### config.mk
export PLATFORM = sky130hd
export DESIGN_NAME = l2_return_router
export DESIGN_NICKNAME = d
export VERILOG_FILES = /design/src/rtl/l2_return_router_pkg.sv /design/src/rtl/l2_return_router_fifo.sv /design/src/rtl/l2_return_router.sv
export SDC_FILE = /design/constraint.sdc
export NUM_CORES = 1
export LEC_CHECK = 0
export ABC_AREA = 1
export CORE_MARGIN = 3
export CORE_UTILIZATION = 55
export CTS_CLUSTER_DIAMETER = 30
export CTS_CLUSTER_SIZE = 28
export DETAILED_ROUTE_END_ITERATION = 16
export GPL_TIMING_DRIVEN = 0
export PLACE_DENSITY = 0.82
export SYNTH_ARGS = -nofsm -noshare
export SYNTH_HDL_FRONTEND = slang
export SYNTH_HIERARCHICAL = 1
export SYNTH_SLANG_ARGS = --single-unit
### constraint.sdc
create_clock -name clk -period 4.2 [get_ports clk]
set_input_delay 0.63 -clock clk [delete_from_list [all_inputs] [get_ports clk]]
set_output_delay 0.63 -clock clk [all_outputs]
set_load 0.05 [all_outputs]
### src/rtl/l2_return_router_pkg.sv
`default_nettype none
// ============================================================================
//  Module : l2_config_and_types (package)
//  Brief  : Shared L2 configuration constants and the burst-attribute /
//           port-return record types used by the return router.
//           The record types are sized for the default L2 configuration
//           (L2_NUM_PORTS / L2_SUB_ID_W). Blocks built with other port
//           counts derive matching widths through l2_port_w().
//  Rev    : 1.0 - initial release
// ============================================================================
package l2_config_and_types;

    localparam int L2_NUM_PORTS = 2;
    localparam int L2_SUB_ID_W  = 2;
    localparam int L2_DATA_W    = 32;
    localparam int L2_BURST_W   = 5;

    // Port-select width. It is never narrower than one bit, so a
    // single-port build still has a usable id field.
    function automatic int l2_port_w(input int num_ports);
        return (num_ports > 1) ? $clog2(num_ports) : 1;
    endfunction

    localparam int L2_PORT_W = l2_port_w(L2_NUM_PORTS);

    typedef struct packed {
        logic [L2_PORT_W-1:0]  id;
        logic [L2_BURST_W-1:0] burst_size;
        logic                  abort;
    } l2_burst_attr_t;

    typedef struct packed {
        logic [L2_SUB_ID_W-1:0] sub_id;
        logic [L2_DATA_W-1:0]   data;
    } l2_port_return_t;

endpackage
`default_nettype wire

### src/rtl/l2_return_router_fifo.sv
`default_nettype none
// ============================================================================
//  Module : l2_sync_fifo
//  Brief  : Single-clock FIFO with full/empty flags. The head entry is held
//           in the storage registers, so a write in cycle N is visible at
//           pop_data in cycle N+1. A push while full and a pop while empty
//           are ignored. Push and pop in the same cycle keep the occupancy.
//  Ports  : clk, rst        - clock, synchronous active-high reset
//           push, push_data - write request and data
//           pop             - remove head entry
//           pop_data        - current head entry
//           full, empty     - occupancy flags
//  Rev    : 1.0 - initial release
// ============================================================================
module l2_sync_fifo #(
    parameter int WIDTH = 8,
    parameter int DEPTH = 2
) (
    input  logic             clk,
    input  logic             rst,
    input  logic             push,
    input  logic [WIDTH-1:0] push_data,
    input  logic             pop,
    output logic [WIDTH-1:0] pop_data,
    output logic             full,
    output logic             empty
);

    localparam int c_ptr_w = (DEPTH > 1) ? $clog2(DEPTH) : 1;
    localparam int c_cnt_w = $clog2(DEPTH) + 1;

    logic [WIDTH-1:0]   r_mem [DEPTH];
    logic [c_ptr_w-1:0] r_wr_ptr;
    logic [c_ptr_w-1:0] r_rd_ptr;
    logic [c_cnt_w-1:0] r_count;
    logic               w_do_push;
    logic               w_do_pop;

    // Explicit wrap keeps the pointer legal for any depth, including 1.
    function automatic logic [c_ptr_w-1:0] ptr_next(input logic [c_ptr_w-1:0] ptr);
        if (ptr == c_ptr_w'(DEPTH - 1)) begin
            return '0;
        end
        return ptr + c_ptr_w'(1);
    endfunction

    assign full      = (r_count == c_cnt_w'(DEPTH));
    assign empty     = (r_count == '0);
    assign w_do_push = push && !full;
    assign w_do_pop  = pop && !empty;
    assign pop_data  = r_mem[r_rd_ptr];

    always_ff @(posedge clk) begin
        if (rst) begin
            r_wr_ptr <= '0;
            r_rd_ptr <= '0;
            r_count  <= '0;
        end else begin
            if (w_do_push) begin
                r_wr_ptr <= ptr_next(r_wr_ptr);
            end
            if (w_do_pop) begin
                r_rd_ptr <= ptr_next(r_rd_ptr);
            end
            case ({w_do_push, w_do_pop})
                2'b10:   r_count <= r_count + c_cnt_w'(1);
                2'b01:   r_count <= r_count - c_cnt_w'(1);
                default: r_count <= r_count;
            endcase
        end
    end

    // Storage needs no reset; occupancy alone decides what is valid.
    always_ff @(posedge clk) begin
        if (w_do_push) begin
            r_mem[r_wr_ptr] <= push_data;
        end
    end

endmodule
`default_nettype wire

### src/rtl/l2_return_router.sv
`default_nettype none
// ============================================================================
//  Module : l2_return_router
//  Brief  : Routes memory read-return beats to per-port return FIFOs. A queue
//           of burst attributes (destination port, beat count, abort) holds
//           one entry per outstanding burst. Its head decides where each
//           accepted beat goes. The head retires on the last beat of its burst.
//  Ports  : clk, rst                        - clock, sync active-high reset
//           attr_push/attr_id/attr_burst_size/attr_abort - burst attribute in
//           attr_full                       - attribute queue full
//           mem_rd_data_valid/data/sub_id   - memory return beat
//           mem_rd_data_ack                 - beat consumed this cycle
//           port_rd_data_valid/data/sub_id  - per-port return, port p in slice p
//           port_rd_data_ack                - per-port pop
//           burst_done                      - pulse on the final beat of a burst
//  Rev    : 1.0 - initial release
// ============================================================================
module l2_return_router
    import l2_config_and_types::*;
#(
    parameter int NUM_PORTS         = L2_NUM_PORTS,
    parameter int SUB_ID_W          = L2_SUB_ID_W,
    parameter int ATTR_FIFO_DEPTH   = 8,
    parameter int RETURN_FIFO_DEPTH = 2
) (
    input  logic                                clk,
    input  logic                                rst,
    input  logic                                attr_push,
    input  logic [l2_port_w(NUM_PORTS)-1:0]     attr_id,
    input  logic [L2_BURST_W-1:0]               attr_burst_size,
    input  logic                                attr_abort,
    output logic                                attr_full,
    input  logic                                mem_rd_data_valid,
    input  logic [L2_DATA_W-1:0]                mem_rd_data,
    input  logic [SUB_ID_W-1:0]                 mem_rd_sub_id,
    output logic                                mem_rd_data_ack,
    output logic [NUM_PORTS-1:0]                port_rd_data_valid,
    output logic [NUM_PORTS*L2_DATA_W-1:0]      port_rd_data,
    output logic [NUM_PORTS*SUB_ID_W-1:0]       port_rd_sub_id,
    input  logic [NUM_PORTS-1:0]                port_rd_data_ack,
    output logic                                burst_done
);

    localparam int c_port_w = l2_port_w(NUM_PORTS);
    localparam int c_ret_w  = SUB_ID_W + L2_DATA_W;

    // Same layout as l2_burst_attr_t, sized for this instance's port count.
    typedef struct packed {
        logic [c_port_w-1:0]   id;
        logic [L2_BURST_W-1:0] burst_size;
        logic                  abort;
    } burst_attr_t;

    burst_attr_t           w_attr_in;
    burst_attr_t           w_head;
    logic                  w_attr_empty;
    logic                  w_head_drop;
    logic                  w_head_port_full;
    logic                  w_ack;
    logic                  w_last_beat;
    logic [L2_BURST_W-1:0] r_beat_cnt;
    logic [NUM_PORTS-1:0]  w_ret_full;
    logic [NUM_PORTS-1:0]  w_ret_empty;
    logic [c_ret_w-1:0]    w_ret_in;

    assign w_attr_in = '{id: attr_id, burst_size: attr_burst_size, abort: attr_abort};

    l2_sync_fifo #(
        .WIDTH ($bits(burst_attr_t)),
        .DEPTH (ATTR_FIFO_DEPTH)
    ) u_attr_fifo (
        .clk       (clk),
        .rst       (rst),
        .push      (attr_push),
        .push_data (w_attr_in),
        .pop       (burst_done),
        .pop_data  (w_head),
        .full      (attr_full),
        .empty     (w_attr_empty)
    );

    // A head aimed at a non-existent port behaves like an aborted burst.
    // Its beats are consumed and counted but never stored.
    always_comb begin
        w_head_drop      = w_head.abort || (int'(w_head.id) >= NUM_PORTS);
        w_head_port_full = 1'b0;
        for (int p = 0; p < NUM_PORTS; p++) begin
            if (int'(w_head.id) == p) begin
                w_head_port_full = w_ret_full[p];
            end
        end
    end

    // Backpressure uses the registered full flag only. A FIFO popped in this
    // same cycle still blocks, which keeps port acks out of this path.
    assign w_ack = mem_rd_data_valid && !w_attr_empty && !rst &&
                   (w_head_drop || !w_head_port_full);
    assign w_last_beat     = (r_beat_cnt == w_head.burst_size);
    assign mem_rd_data_ack = w_ack;
    assign burst_done      = w_ack && w_last_beat;
    assign w_ret_in        = {mem_rd_sub_id, mem_rd_data};

    always_ff @(posedge clk) begin
        if (rst) begin
            r_beat_cnt <= '0;
        end else if (w_ack) begin
            r_beat_cnt <= w_last_beat ? '0 : (r_beat_cnt + L2_BURST_W'(1));
        end
    end

    for (genvar p = 0; p < NUM_PORTS; p++) begin : g_port
        logic               w_push;
        logic [c_ret_w-1:0] w_ret_out;

        assign w_push = w_ack && !w_head_drop && (int'(w_head.id) == p);

        l2_sync_fifo #(
            .WIDTH (c_ret_w),
            .DEPTH (RETURN_FIFO_DEPTH)
        ) u_ret_fifo (
            .clk       (clk),
            .rst       (rst),
            .push      (w_push),
            .push_data (w_ret_in),
            .pop       (port_rd_data_ack[p]),
            .pop_data  (w_ret_out),
            .full      (w_ret_full[p]),
            .empty     (w_ret_empty[p])
        );

        assign port_rd_data_valid[p]                    = !w_ret_empty[p];
        assign port_rd_data[p*L2_DATA_W +: L2_DATA_W]   = w_ret_out[L2_DATA_W-1:0];
        assign port_rd_sub_id[p*SUB_ID_W +: SUB_ID_W]   = w_ret_out[c_ret_w-1 -: SUB_ID_W];
    end

endmodule
`default_nettype wire
## Word level (Yosys, flattened, before mapping)

Memory sizes are Yosys's and may differ from the RTL's. A register that Yosys moved wholly into a read port is not among the register bits.
Cells that the tools add are included.

- Add/subtract/negate cells: 13
- $mul: 0
- Divide/modulo/power cells: 0
- Order comparisons: 0
- Equal/unequal tests: 12
- Shift operators: 0
- Muxes and demuxes: 47
- Bitwise gates (word level): 1
- Reductions and logical operators: 29

Operators with widths:

| cell | count |
|---|---|
| 2-to-1 mux 1 bit | 37 |
| 2-to-1 mux 3 bit | 6 |
| logical AND 1 bit | 13 |
| equality test 2 bit, second input constant | 5 |
| zero test 1 bit | 9 |
| case mux 2 bit (2 select lines) | 2 |
| case mux 4 bit (2 select lines) | 1 |
| adder 3 x 1 -> 3 bit, second input constant | 2 |
| equality test 2 x 1 -> 1 bit, second input constant | 3 |
| equality test 3 bit, second input constant | 2 |
| nonzero test 2 bit | 3 |
| adder 5 x 1 -> 5 bit, second input constant | 1 |
| equality test 5 bit | 1 |
| 2-to-1 mux 5 bit | 1 |
| adder 1 bit, second input constant | 4 |
| adder 2 x 1 -> 2 bit, second input constant | 2 |
| adder 4 x 1 -> 4 bit, second input constant | 1 |
| equality test 4 bit, second input constant | 1 |
| zero test 2 bit | 2 |
| zero test 4 bit | 1 |
| subtractor 2 x 1 -> 2 bit, second input constant | 2 |
| subtractor 4 x 1 -> 4 bit, second input constant | 1 |
| logical OR 1 bit | 1 |
| inverter 1 bit | 1 |

- Flip-flop bits (word level): 23
- Latch bits: 0
- Bits in writable memories: 192
- Memory bits (read-only): 0
- Input port bits: 47
- Output and inout port bits: 73
- Memories kept: 3

Memory list:

| name | words | width | read ports | clocked after Yosys merged registers in | wr ports | RTL line | RTL |
|---|---|---|---|---|---|---|---|
| g_port[0].u_ret_fifo.r_mem | 2 | 34 | 1 | 1 | 1 | l2_return_router_fifo.sv:32 | `logic [WIDTH-1:0] r_mem [DEPTH];` |
| g_port[1].u_ret_fifo.r_mem | 2 | 34 | 1 | 1 | 1 | l2_return_router_fifo.sv:32 |  |
| u_attr_fifo.r_mem | 8 | 7 | 1 | 1 | 1 | l2_return_router_fifo.sv:32 |  |

## Logic depth before layout (Yosys ltp)

Gate-level depths: netlist of run 1.

- Depth in word-level cells: 12
- Gate-level depth with buffers: 26

## By module

The synthesis of run 1 kept the hierarchy.

By module, submodules not included:

| module | times used | cells each | area an instance (um2) |
|---|---|---|---|
| l2_sync_fifo (g_port[0].u_ret_fifo ...) | 2 | 146 | 2854.0 |
| l2_sync_fifo (u_attr_fifo) | 1 | 254 | 2946.6 |
| l2_return_router | 1 | 68 | 409.1 |

## Worst setup path before layout of run 1

No wires, ideal clock.

- Path kind: register to register
- Start point: reg with a tool-made name
- End point: mem g_port[0].u_ret_fifo/r_mem[0][0] (netlist bit), enable pin
- Data arrival time: 3152 ps
- Required time: 3775 ps
- Setup slack: 623 ps
- Cell stages (with the launch flop): 17
- Buffers on the path: 3
- Clock period less this slack: 3577 ps
- Path through: dfxtp_1 > buf_6 > buf_12 > mux2i_1 > o22ai_1 > nand2_1 > nand2_1 > inv_1 > nand2_2 > nand3_2 > nand2_2 > buf_6 > nor3_1 > inv_1 > nor2_1 > inv_1 > nor2_1

RTL lines:

| element | RTL line |
|---|---|
| end: declaration | l2_return_router_fifo.sv:32 |

==> metrics.cfg, run 1 <==
[status]
outcome=finished clean

[cells_and_area]
final_layout_size_suffix_gt1_share_pct=21.49
final_common_cell=edfxtp_1
nNetsFinal=832
instances_no_fill=1021
num_antenna_cells=0
layout_common_cells=192 x edfxtp_1, 119 x clkdlybuf4s50_1, 75 x nor2_1
synthToLayoutAreaGrowth_pct=31.39

[detailed_routing]
postRouteAntennaNets=0
vias=5468
wirelength_um=19580
drc=0
wl_per_cell_um=19.18
firstDrtPassIters=7
first_iter_violations=532
viasPerCell=5.356

[timing]
relSlewSlack_pct=43.31
fin_skew_ns=0.007452
finalCritPeriodShare_pct=89.12
final-max-slew-violation-count=0
setup_violations=0
fmax_mhz=267.2
finalHoldViolations=0
rsz0062_at_grt=false
whs_ns=0.5089
setup_ws_ns=0.4571
tightest_slew_ns=0.8492
period_minus_slack_ns=3.743

[floorplan]
die_area_um2=18060
initial_core_util_pct=56.65
die_h_um=134.4
io_pins=120
core_area_um2=16000
rows=46
dieWidth_um=134.4

[critical_path]
start_kind=flip-flop
arrival_ns=3.11
rrSetupSlack_ns=1.03
r2r-end=g_port[0].u_ret_fifo/r_mem[1][26]$_DFFE_PP_
crit_path_end=burst_done
end_kind=output port
crit_type=flip-flop to output port
critPathMaxFanout=10
r2r_cells=14
worstPathRequired_ns=3.57

[synth]
avgSynthCellArea_um2=14.76
syn_area_um2=9064
synth_nets=671
synth_seq_cells=220
yosys_warnings=6
ys_types=35
ys_seq_area_share_pct=69.80
synthCells=614

[global_routing]
grt_max_degree=35
gr-total-overflow=0
grt_antenna_before_repair=1
grtUsageTotal_pct=21.58
grt_pass1_vias=5594
grt_first_pass_wirelength_um=30220

[place]
gp_congestion=0.8195
numPortBuffers=119
dp_hpwl_um=12080
dp_slack_ns=0.9821
dp_cells=951

[cts]
cts_buffers=38
cts.sinks=220
cts.root.buffer_cell=clkbuf_16
htreeDepth=2
ctsResizeCount=0
clk_pin_slew_ns=0.05
cts_buffer_depth=3
clock_latency_ns=0.50
post-cts-setup-buffers=0
cts_hold_buf=0
cts_tree=built

[min_path]
hp-class=flip-flop to flip-flop

[pwr]
power_mw=6.165
irDropWorstVdd_uv=372.9
p_leak_nw=4.394
power.density_nw_per_um2=517.7

[run]
cap_violations=0

## Yosys cell counts
cell      instances  area share [%]
buf_2             2            0.11
nor3b_2           2            0.28
buf_4             3            0.25
o21bai_2          1            0.12
nand4_1           2            0.14
nand2_1          73             3.0
nor2_4            1            0.12
clkbuf_1          2           0.083
a21oi_1           9            0.50
o22ai_1           7            0.48
inv_4             1           0.069
xnor2_1           5            0.48
o21ai_1          21             1.2
buf_6             5            0.62
edfxtp_1        192              64
mux2i_1           7            0.77
nor3_1            2            0.11
nand3_2           4            0.44
o21ai_0          15            0.83
nand3b_1          1           0.083
nor2_1           77             3.2
nand2_2           4            0.28
ha_1             10             1.4
buf_12            7             1.5
nand2_4           1            0.12
dfxtp_1          28             6.2
nand3_1           7            0.39
a22oi_2           1            0.14
nor2_2            3            0.21
inv_1            47             1.9
a211oi_2          1            0.14
inv_2             4            0.17
mux2_4           60             9.9
mux2_2            8            0.99
xor2_1            1           0.097
## per-stage QoR
step	utilization [%]	instance area, um2	setup TNS (ns)
after floorplan	-	9064	0
after global placement	65.78	10530	-58.01
after detailed placement	66.12	10580	0
after CTS	74.43	11910	0
after global routing	74.43	11910	0
final	74.43	11910	0
## per-layer routing
metal	track usage (%)	up-vias	part of all wire, %
met4	5.939	2	1.8
met5	0	-	0.061
met2	38.99	245	52
met3	6.002	29	7.5
met1	25.33	2690	38
li1	-	2502	-
## area by class of cell
class | instances | area, um2
clock buffers | 43 | 991.0
fillers | 942 | 4091
multi-input cells | 323 | 2318
flip-flops and latches | 220 | 6326
clock inverters | 27 | 337.8
plain buffers | 19 | 236.5
repair buffers | 121 | 1231
inverters | 52 | 197.7
well taps | 216 | 270.3
## power by group
| part | total (mW) | internal [mW] | switching, mW | leakage, nW |
|---|---|---|---|---|
| combinational | 0.569 | 0.231 | 0.338 | 1.80 |
| clock | 3.14 | 2.13 | 1.01 | 0.638 |
| sequential | 2.46 | 2.43 | 0.0245 | 1.96 |
| total | 6.16 | 4.80 | 1.37 | 4.39 |
## worst min path at each step
| stage | slack, ns | to | cells after the start | start |
|---|---|---|---|---|
| CTS | 0.51 | u_attr_fifo/r_rd_ptr[2]$_SDFFE_PP0N_ | 2 | u_attr_fifo/r_rd_ptr[2]$_SDFFE_PP0N_ |
| global route | 0.53 | flip-flop | 2 | g_port[0].u_ret_fifo/r_rd_ptr$_SDFFE_PP0P_ |
| global placement | 0.48 | u_attr_fifo/r_rd_ptr[1]$_SDFFE_PP0N_ | 2 | u_attr_fifo/r_rd_ptr[1]$_SDFFE_PP0N_ |
| floorplan | 0.46 | flip-flop | 2 | u_attr_fifo/r_rd_ptr[1]$_SDFFE_PP0N_ |
| detailed placement | 0.50 | flip-flop | 2 | g_port[0].u_ret_fifo/r_rd_ptr$_SDFFE_PP0P_ |
| finish | 0.51 | u_attr_fifo/r_rd_ptr[2]$_SDFFE_PP0N_ | 2 | u_attr_fifo/r_rd_ptr[2]$_SDFFE_PP0N_ |
## flip-flops by register name, summed over array words and instances (netlist names), named ones only
register / count
g_port.u_ret_fifo/r_mem: 136
u_attr_fifo/r_mem: 56
r_beat_cnt: 5
g_port.u_ret_fifo/r_count: 4
u_attr_fifo/r_count: 4
u_attr_fifo/r_rd_ptr: 3
u_attr_fifo/r_wr_ptr: 3
g_port.u_ret_fifo/r_rd_ptr: 2
g_port.u_ret_fifo/r_wr_ptr: 2
## cells by family (layout without fill, tap and decap cells)
| kind of cell | count (synthesis) | in the layout | share of synthesized area (%) |
|---|---|---|---|
| adder cells (fa/ha/maj) | 10 | 10 | 1.380 |
| AND/OR/NAND/NOR | 177 | 177 | 8.379 |
| multiplexers | 75 | 75 | 11.71 |
| buffers and inverters | 71 | 262 | 4.790 |
| flip-flops | 220 | 220 | 69.80 |
| AO/OA/AOI/OAI | 55 | 55 | 3.368 |
| XOR/XNOR | 6 | 6 | 0.5798 |
## critical path: stages, from the launching register on
cell	delay (ns)
dfxtp_1	0.34
clkbuf_1	0.36
o21ai_0	0.16
o22ai_1	0.18
nand2_1	0.10
nand2_1	0.15
inv_1	0.07
nand3_2	0.07
nand2_2	0.05
inv_1	0.11
nand2_1	0.10
inv_1	0.11
clkdlybuf4s50_1	0.81
Power figures use the tool's default switching activity.
==> run 2, diff against run 1 <==
--- a/config.mk
+++ b/config.mk
@@ -5,14 +5,14 @@
 export SDC_FILE = /design/constraint.sdc
 export NUM_CORES = 1
 export LEC_CHECK = 0
-export ABC_AREA = 1
+export ABC_AREA = 0
 export CORE_MARGIN = 3
-export CORE_UTILIZATION = 55
+export CORE_UTILIZATION = 54
 export CTS_CLUSTER_DIAMETER = 30
 export CTS_CLUSTER_SIZE = 28
 export DETAILED_ROUTE_END_ITERATION = 16
 export GPL_TIMING_DRIVEN = 0
-export PLACE_DENSITY = 0.82
+export PLACE_DENSITY = 0.81
 export SYNTH_ARGS = -nofsm -noshare
 export SYNTH_HDL_FRONTEND = slang
 export SYNTH_HIERARCHICAL = 1
==> metrics.cfg, run 2 <==
[global_routing]
grt_max_degree=35  ; unchanged
gr-total-overflow=0  ; unchanged
grt_pass1_vias=5089  ; -9.0%
grtUsageTotal_pct=20.10  ; -1.5 points
grt_first_pass_wirelength_um=27270  ; -9.8%
grt_antenna_before_repair=0  ; -1

[pwr]
power_mw=6.075  ; -1.5%
p_leak_nw=3.934  ; -10%
power.density_nw_per_um2=530.0  ; +2.4%
irDropWorstVdd_uv=512.9  ; +38%

[cts]
clock_latency_ns=0.50  ; about the same
cts.root.buffer_cell=clkbuf_16
cts_tree=built
htreeDepth=2  ; unchanged
cts_buffers=38  ; unchanged
cts_buffer_depth=3  ; unchanged
clk_pin_slew_ns=0.05  ; about the same
cts.sinks=220  ; unchanged

[cells_and_area]
synthToLayoutAreaGrowth_pct=33.78
largestRegisters=g_port.u_ret_fifo/r_mem: 136 flops, u_attr_fifo/r_mem: 56 flops, r_beat_cnt: 5 flops
fillers=869  ; -7.7%
instances_no_fill=873  ; -14%
layout_common_cells=192 x edfxtp_1, 118 x clkdlybuf4s50_1, 46 x mux2_2
post-route-cell-area_um2=11460  ; -3.8%
largest_reg_flops=136  ; unchanged
top_register=g_port.u_ret_fifo/r_mem
num_antenna_cells=0  ; unchanged
utilization_pct=74.57  ; +0.14 points
nNetsFinal=690  ; -17%
final_common_cell=edfxtp_1
final_layout_size_suffix_gt1_share_pct=23.72  ; +2.2 points

[run]
cap_violations=0  ; unchanged

[place]
gp_congestion=0.7622  ; -7.0%
dp_cells=804  ; -15%
numPortBuffers=119  ; unchanged
placed_area_um2=10070  ; -4.9%
dp_hpwl_um=10500  ; -13%

[timing]
fmax_mhz=245.3  ; -8.2%
period_minus_slack_ns=4.077  ; +0.3340 ns
whs_ns=0.4988  ; -0.01018 ns
rsz0062_at_grt=false
fin_skew_ns=0.01927  ; +0.01182 ns
finalHoldViolations=0  ; unchanged
relSlewSlack_pct=10.88  ; -32 points
tightest_slew_ns=1.327  ; +0.4774 ns
final-max-slew-violation-count=0  ; unchanged
setup_violations=0  ; unchanged
finalCritPeriodShare_pct=97.07  ; +8.0 points

[synth]
ys_types=47  ; +34%
yosys_warnings=6  ; unchanged
syn_area_um2=8568  ; -5.5%
synth_seq_cells=220  ; unchanged
synth_top_area_share_pct=67.29  ; +3.7 points
netlist_top_cells_count=192 x edfxtp_1, 46 x mux2_2, 30 x mux2_1
synth-main-ff-cell=edfxtp_1
synth_nets=531  ; -21%
synth.largest_area_cell=edfxtp_1
synth.most_common_cell=edfxtp_1
avgSynthCellArea_um2=18.08  ; +22%
netlist_top_cells_area=edfxtp_1 67%, dfxtp_1 6.5%, mux2_2 6.0%
synth_edf_count=192  ; unchanged
async_flop_share_pct=0  ; unchanged
ys_seq_area_share_pct=73.83  ; +4.0 points
synthCells=474  ; -23%

[floorplan]
initial_core_util_pct=55.74  ; -0.90 points
dieWidth_um=132.0  ; -1.8%
core_area_um2=15370  ; -3.9%
die_h_um=132.0  ; -1.8%
die_area_um2=17410  ; -3.5%
rows=45  ; -2.2%
io_pins=120  ; unchanged

[critical_path]
critPathMaxFanout=10  ; unchanged
crit_buf_inv=3  ; -2
crit_type=flip-flop to output port
slowest_stage=clkdlybuf4s50_1
cp_cell_sequence=buf_6, buf_8, mux4_2, mux2_2, mux2_4, a21o_4, nor2_4, clkdlybuf4s50_1
start_kind=flip-flop
critPathTopFamily=multiplexers
arrival_ns=3.45  ; +0.34 ns
worstPathRequired_ns=3.57  ; about the same
end_kind=output port
slowest_delay_ns=0.80  ; about the same

[detailed_routing]
firstDrtPassIters=6  ; -1
wl_per_cell_um=19.91  ; +3.8%
vias=4774  ; -13%
first_iter_violations=333  ; -37%
viasPerCell=5.468  ; +2.1%
postRouteAntennaNets=0  ; unchanged
wirelength_um=17380  ; -11%
drc=0  ; unchanged

[status]
outcome=finished clean

[min_path]
hp-class=flip-flop to flip-flop

-- run 2: layout make-up --
cell class	count	area [um2]	share of cell area, %
Clock inverter	28	415.4	3.624
Tap cell	211	264.0	2.303
Multi-Input combinational cell	225	2133	18.61
Timing Repair Buffer	119	1186	10.35
Inverter	12	46.29	0.4039
Buffer	17	107.6	0.9388
Clock buffer	41	983.4	8.580
Sequential cell	220	6326	55.19
-- run 2: kinds of logic (layout without fill, tap and decap cells) --
family | count (synthesis) | in the layout | synth area share, %
fa+ha+maj | 10 | 10 | 1.460
xor+xnor | 14 | 14 | 1.431
mux | 93 | 93 | 14.08
simple gates | 70 | 70 | 4.527
compound gates | 38 | 38 | 3.023
buf+inv | 29 | 217 | 1.650
flops | 220 | 220 | 73.83
-- run 2: tightest hold or removal path: stages, from the launching register on --
cell and delay (ns):
dfxtp_1 0.32, o21ai_0 0.07, a21oi_1 0.06
-- run 2: stage by stage --
stage,setup WS (ns),setup TNS [ns]
floorplan,0.008935,0
global placement,-0.4041,-40.55
detailed placement,-0.003306,-0.008601
CTS,0.01823,0
global route,0.0007621,0
finish,0.1231,0
-- run 2: what timing repair did --
item,4_1_cts,5_1_grt
resized for setup,2,4
pin swaps,0,1
endpoints found under the setup margin,7,37
hold buffers,0,0
cloned,0,0
setup buffers,0,0
-- run 2: worst paths after layout --
path	from	end	slack, ns	depth (start not counted)
worst min register to register	g_port[1].u_ret_fifo/r_wr_ptr$_SDFFE_PP0P_	g_port[1].u_ret_fifo/r_wr_ptr$_SDFFE_PP0P_	0.50	2
worst max-delay path	flip-flop	mem_rd_data_ack	0.12	8
worst min-delay path	g_port[1].u_ret_fifo/r_wr_ptr$_SDFFE_PP0P_	g_port[1].u_ret_fifo/r_wr_ptr$_SDFFE_PP0P_	0.50	2
worst max register to register	flip-flop	u_attr_fifo/r_count[2]$_SDFFE_PP0P_	0.37	16
-- run 2: routing by layer --
layer | track usage (%) | vias to the layer above | part of all wire (%)
met2 | 33.78 | 208 | 50
met5 | 0 | - | 0
li1 | - | 2177 | -
met1 | 24.85 | 2357 | 40
met3 | 4.962 | 32 | 7.5
met4 | 8.985 | 0 | 2.6
-- run 2: power by group --
part / leakage [nW] / internal (mW) / total (mW) / switching [mW]
sequential: 1.96 / 2.41 / 2.43 / 0.0155
combinational: 1.30 / 0.133 / 0.330 / 0.197
clock: 0.678 / 2.31 / 3.32 / 1.01
==> run 3, diff against run 2 <==
--- a/config.mk
+++ b/config.mk
@@ -5,14 +5,16 @@
 export SDC_FILE = /design/constraint.sdc
 export NUM_CORES = 1
 export LEC_CHECK = 0
-export ABC_AREA = 0
+export ABC_AREA = 1
+export ABC_CLOCK_PERIOD_IN_PS = 4200
+export CORE_ASPECT_RATIO = 1.1
 export CORE_MARGIN = 3
-export CORE_UTILIZATION = 54
+export CORE_UTILIZATION = 55
 export CTS_CLUSTER_DIAMETER = 30
 export CTS_CLUSTER_SIZE = 28
 export DETAILED_ROUTE_END_ITERATION = 16
 export GPL_TIMING_DRIVEN = 0
-export PLACE_DENSITY = 0.81
+export PLACE_DENSITY = 0.82
 export SYNTH_ARGS = -nofsm -noshare
 export SYNTH_HDL_FRONTEND = slang
 export SYNTH_HIERARCHICAL = 1
==> metrics.cfg, run 3 (synthesis gave the netlist of run 1 again) <==
[floorplan]
io_pins=120  ; unchanged
rows=48  ; +6.7%
die_area_um2=18060  ; +3.7%
die_h_um=140.6  ; +6.6%
dieWidth_um=128.4  ; -2.7%
initial_core_util_pct=56.95  ; +1.2 points
core_area_um2=15920  ; +3.5%

[critical_path]
critPathMaxFanout=10  ; unchanged
end_kind=output port
worstPathRequired_ns=3.57  ; about the same
arrival_ns=3.15  ; -0.30 ns
r2r_cells=15  ; -1
r2r-end=g_port[1].u_ret_fifo/r_mem[0][33]$_DFFE_PP_
crit_type=flip-flop to output port
rrSetupSlack_ns=0.90  ; +0.53 ns
start_kind=flip-flop

[cts]
cts.root.buffer_cell=clkbuf_16
clk_pin_slew_ns=0.05  ; about the same
cts_buffer_depth=3  ; unchanged
cts_hold_buf=0  ; unchanged
clock_latency_ns=0.50  ; about the same
cts_tree=built
ctsResizeCount=0  ; -2
post-cts-setup-buffers=0  ; unchanged
htreeDepth=2  ; unchanged
cts.sinks=220  ; unchanged
cts_buffers=36  ; -5.3%

[detailed_routing]
drc=0  ; unchanged
postRouteAntennaNets=0  ; unchanged
firstDrtPassIters=4  ; -2
wl_per_cell_um=19.05  ; -4.3%
wirelength_um=19110  ; +9.9%
wl_met1_um=7229  ; +5.3%
topRoutingLayerUsed=met4
route.met3.wl_um=1336  ; +2.5%
routed-wl-met2_um=10090  ; +15%
viasPerCell=5.394  ; -1.4%
vias=5410  ; +13%
first_iter_violations=313  ; -6.0%

[pwr]
p_clk_share_pct=49.7  ; -4.9 points
p_switching_mw=1.389  ; +14%
p_seq_share_pct=40.9  ; +1.0 points
p_leak_nw=4.362  ; +11%
irDropWorstVdd_uv=313.0  ; -39%
p_sw_share_pct=23.12  ; +3.0 points
combPwrFrac_pct=9.4  ; +4.0 points
power.density_nw_per_um2=508.1  ; -4.1%
internal_power_mw=4.617  ; -4.9%
power_mw=6.006  ; -1.1%

[cells_and_area]
final_common_cell=edfxtp_1
top_register=g_port.u_ret_fifo/r_mem
multi_input_area_um2=2318  ; +8.7%
largest_reg_flops=136  ; unchanged
largestRegisters=g_port.u_ret_fifo/r_mem: 136 flops, u_attr_fifo/r_mem: 56 flops, r_beat_cnt: 5 flops
synthToLayoutAreaGrowth_pct=30.42
layout_common_cells=192 x edfxtp_1, 119 x clkdlybuf4s50_1, 75 x nor2_1
fillers=901  ; +3.7%
nNetsFinal=830  ; +20%
final_layout_size_suffix_gt1_share_pct=21.85  ; -1.9 points
post-route-cell-area_um2=11820  ; +3.1%
regArea_um2=6326  ; unchanged

[timing]
tightest_slew_ns=0.8955  ; -0.4310 ns
relSlewSlack_pct=40.21  ; +29 points
period_minus_slack_ns=3.783  ; -0.2941 ns
finalHoldViolations=0  ; unchanged
finalCritPeriodShare_pct=90.07  ; -7.0 points
rsz0062_at_grt=false
fin_skew_ns=0.01908  ; -0.0001914 ns
final-max-slew-violation-count=0  ; unchanged
fmax_mhz=264.4  ; +7.8%
setup_violations=0  ; unchanged

[global_routing]
grt_pass1_vias=5728  ; +13%
grtUsageTotal_pct=21.09  ; +0.99 points
grt_antenna_before_repair=1  ; +1
grt_max_degree=35  ; unchanged
grt_first_pass_wirelength_um=29650  ; +8.7%
gr-total-overflow=0  ; unchanged

[min_path]
hp-class=flip-flop to flip-flop
hold_depth=2  ; unchanged
hp-start=u_attr_fifo/r_rd_ptr[1]$_SDFFE_PP0N_

[run]
cap_violations=0  ; unchanged

[place]
numPortBuffers=119  ; unchanged
gp_congestion=0.7614  ; -0.10%
placed_area_um2=10570  ; +5.0%
dp_hpwl_um=12260  ; +17%

[status]
outcome=finished clean

run 3: how the worst max path moves through the flow:
stage / from / endpoint / slack, ns / cells after the start
after floorplan: flip-flop / g_port[0].u_ret_fifo/r_mem[0][0]$_DFFE_PP_ / 0.62 / 16
after global placement: rst / g_port[1].u_ret_fifo/r_mem[0][33]$_DFFE_PP_ / -0.79 / 9
after detailed placement: flip-flop / burst_done / 0.95 / 11
after CTS: flip-flop / burst_done / 0.40 / 14
after global routing: flip-flop / burst_done / 0.20 / 12
final: flip-flop / burst_done / 0.42 / 12
run 3: critical path, stage by stage (launching register included):
cell and delay (ns):
dfxtp_1 0.36, clkbuf_1 0.36, o21ai_0 0.19, o21ai_1 0.19
nand2_1 0.08, nand2_1 0.13, nand2_1 0.09, nand3_2 0.08
nand2_2 0.05, inv_1 0.11, nand2_1 0.09, inv_1 0.11
clkdlybuf4s50_1 0.82
run 3: area by class of cell:
type                    instances  share of cell area, %
inverters                      52                  1.672
plain buffers                  19                  2.000
clock inverters                26                  2.551
clock buffers                  40                  8.012
flip-flops and latches        220                  53.51
diodes                          2                0.04234
well taps                     200                  2.117
repair buffers                121                  10.48
multi-input cells             323                  19.61
run 3: metal layers:
metal	vias up	GRT usage [%]
li1	2508	-
met1	2669	24.28
met2	193	38.30
met3	40	5.343
met4	0	6.648
met5	-	0
run 3: through the flow:
stage / hold WS [ns] / utilization (%) / setup slack (ns) / std cells / TNS (ns)
finish: 0.4971 / 74.28 / 0.4172 / 1003 / 0
global route: 0.5166 / 74.26 / 0.1957 / 1002 / 0
global placement: 0.4768 / 66.01 / -0.7862 / 933 / -52.95
detailed placement: 0.4861 / 66.40 / 0.9522 / 935 / 0
CTS: 0.4930 / 74.25 / 0.4049 / 1001 / 0
floorplan: 0.4615 / - / 0.6225 / 614 / 0
run 3: power groups by stage:
| stage | Sequential [mW] | Combinational [mW] | Clock (mW) |
|---|---|---|---|
| 6_report | 2.45 | 0.566 | 2.99 |
| 5_1_grt | 2.46 | 0.601 | 3.15 |
| 4_1_cts | 2.45 | 0.569 | 3.03 |
| 3_5_place_dp | 2.50 | 0.564 | 0 |
| 3_3_place_gp | 2.49 | 0.542 | 0 |
| 2_1_floorplan | 2.49 | 0.374 | 0 |
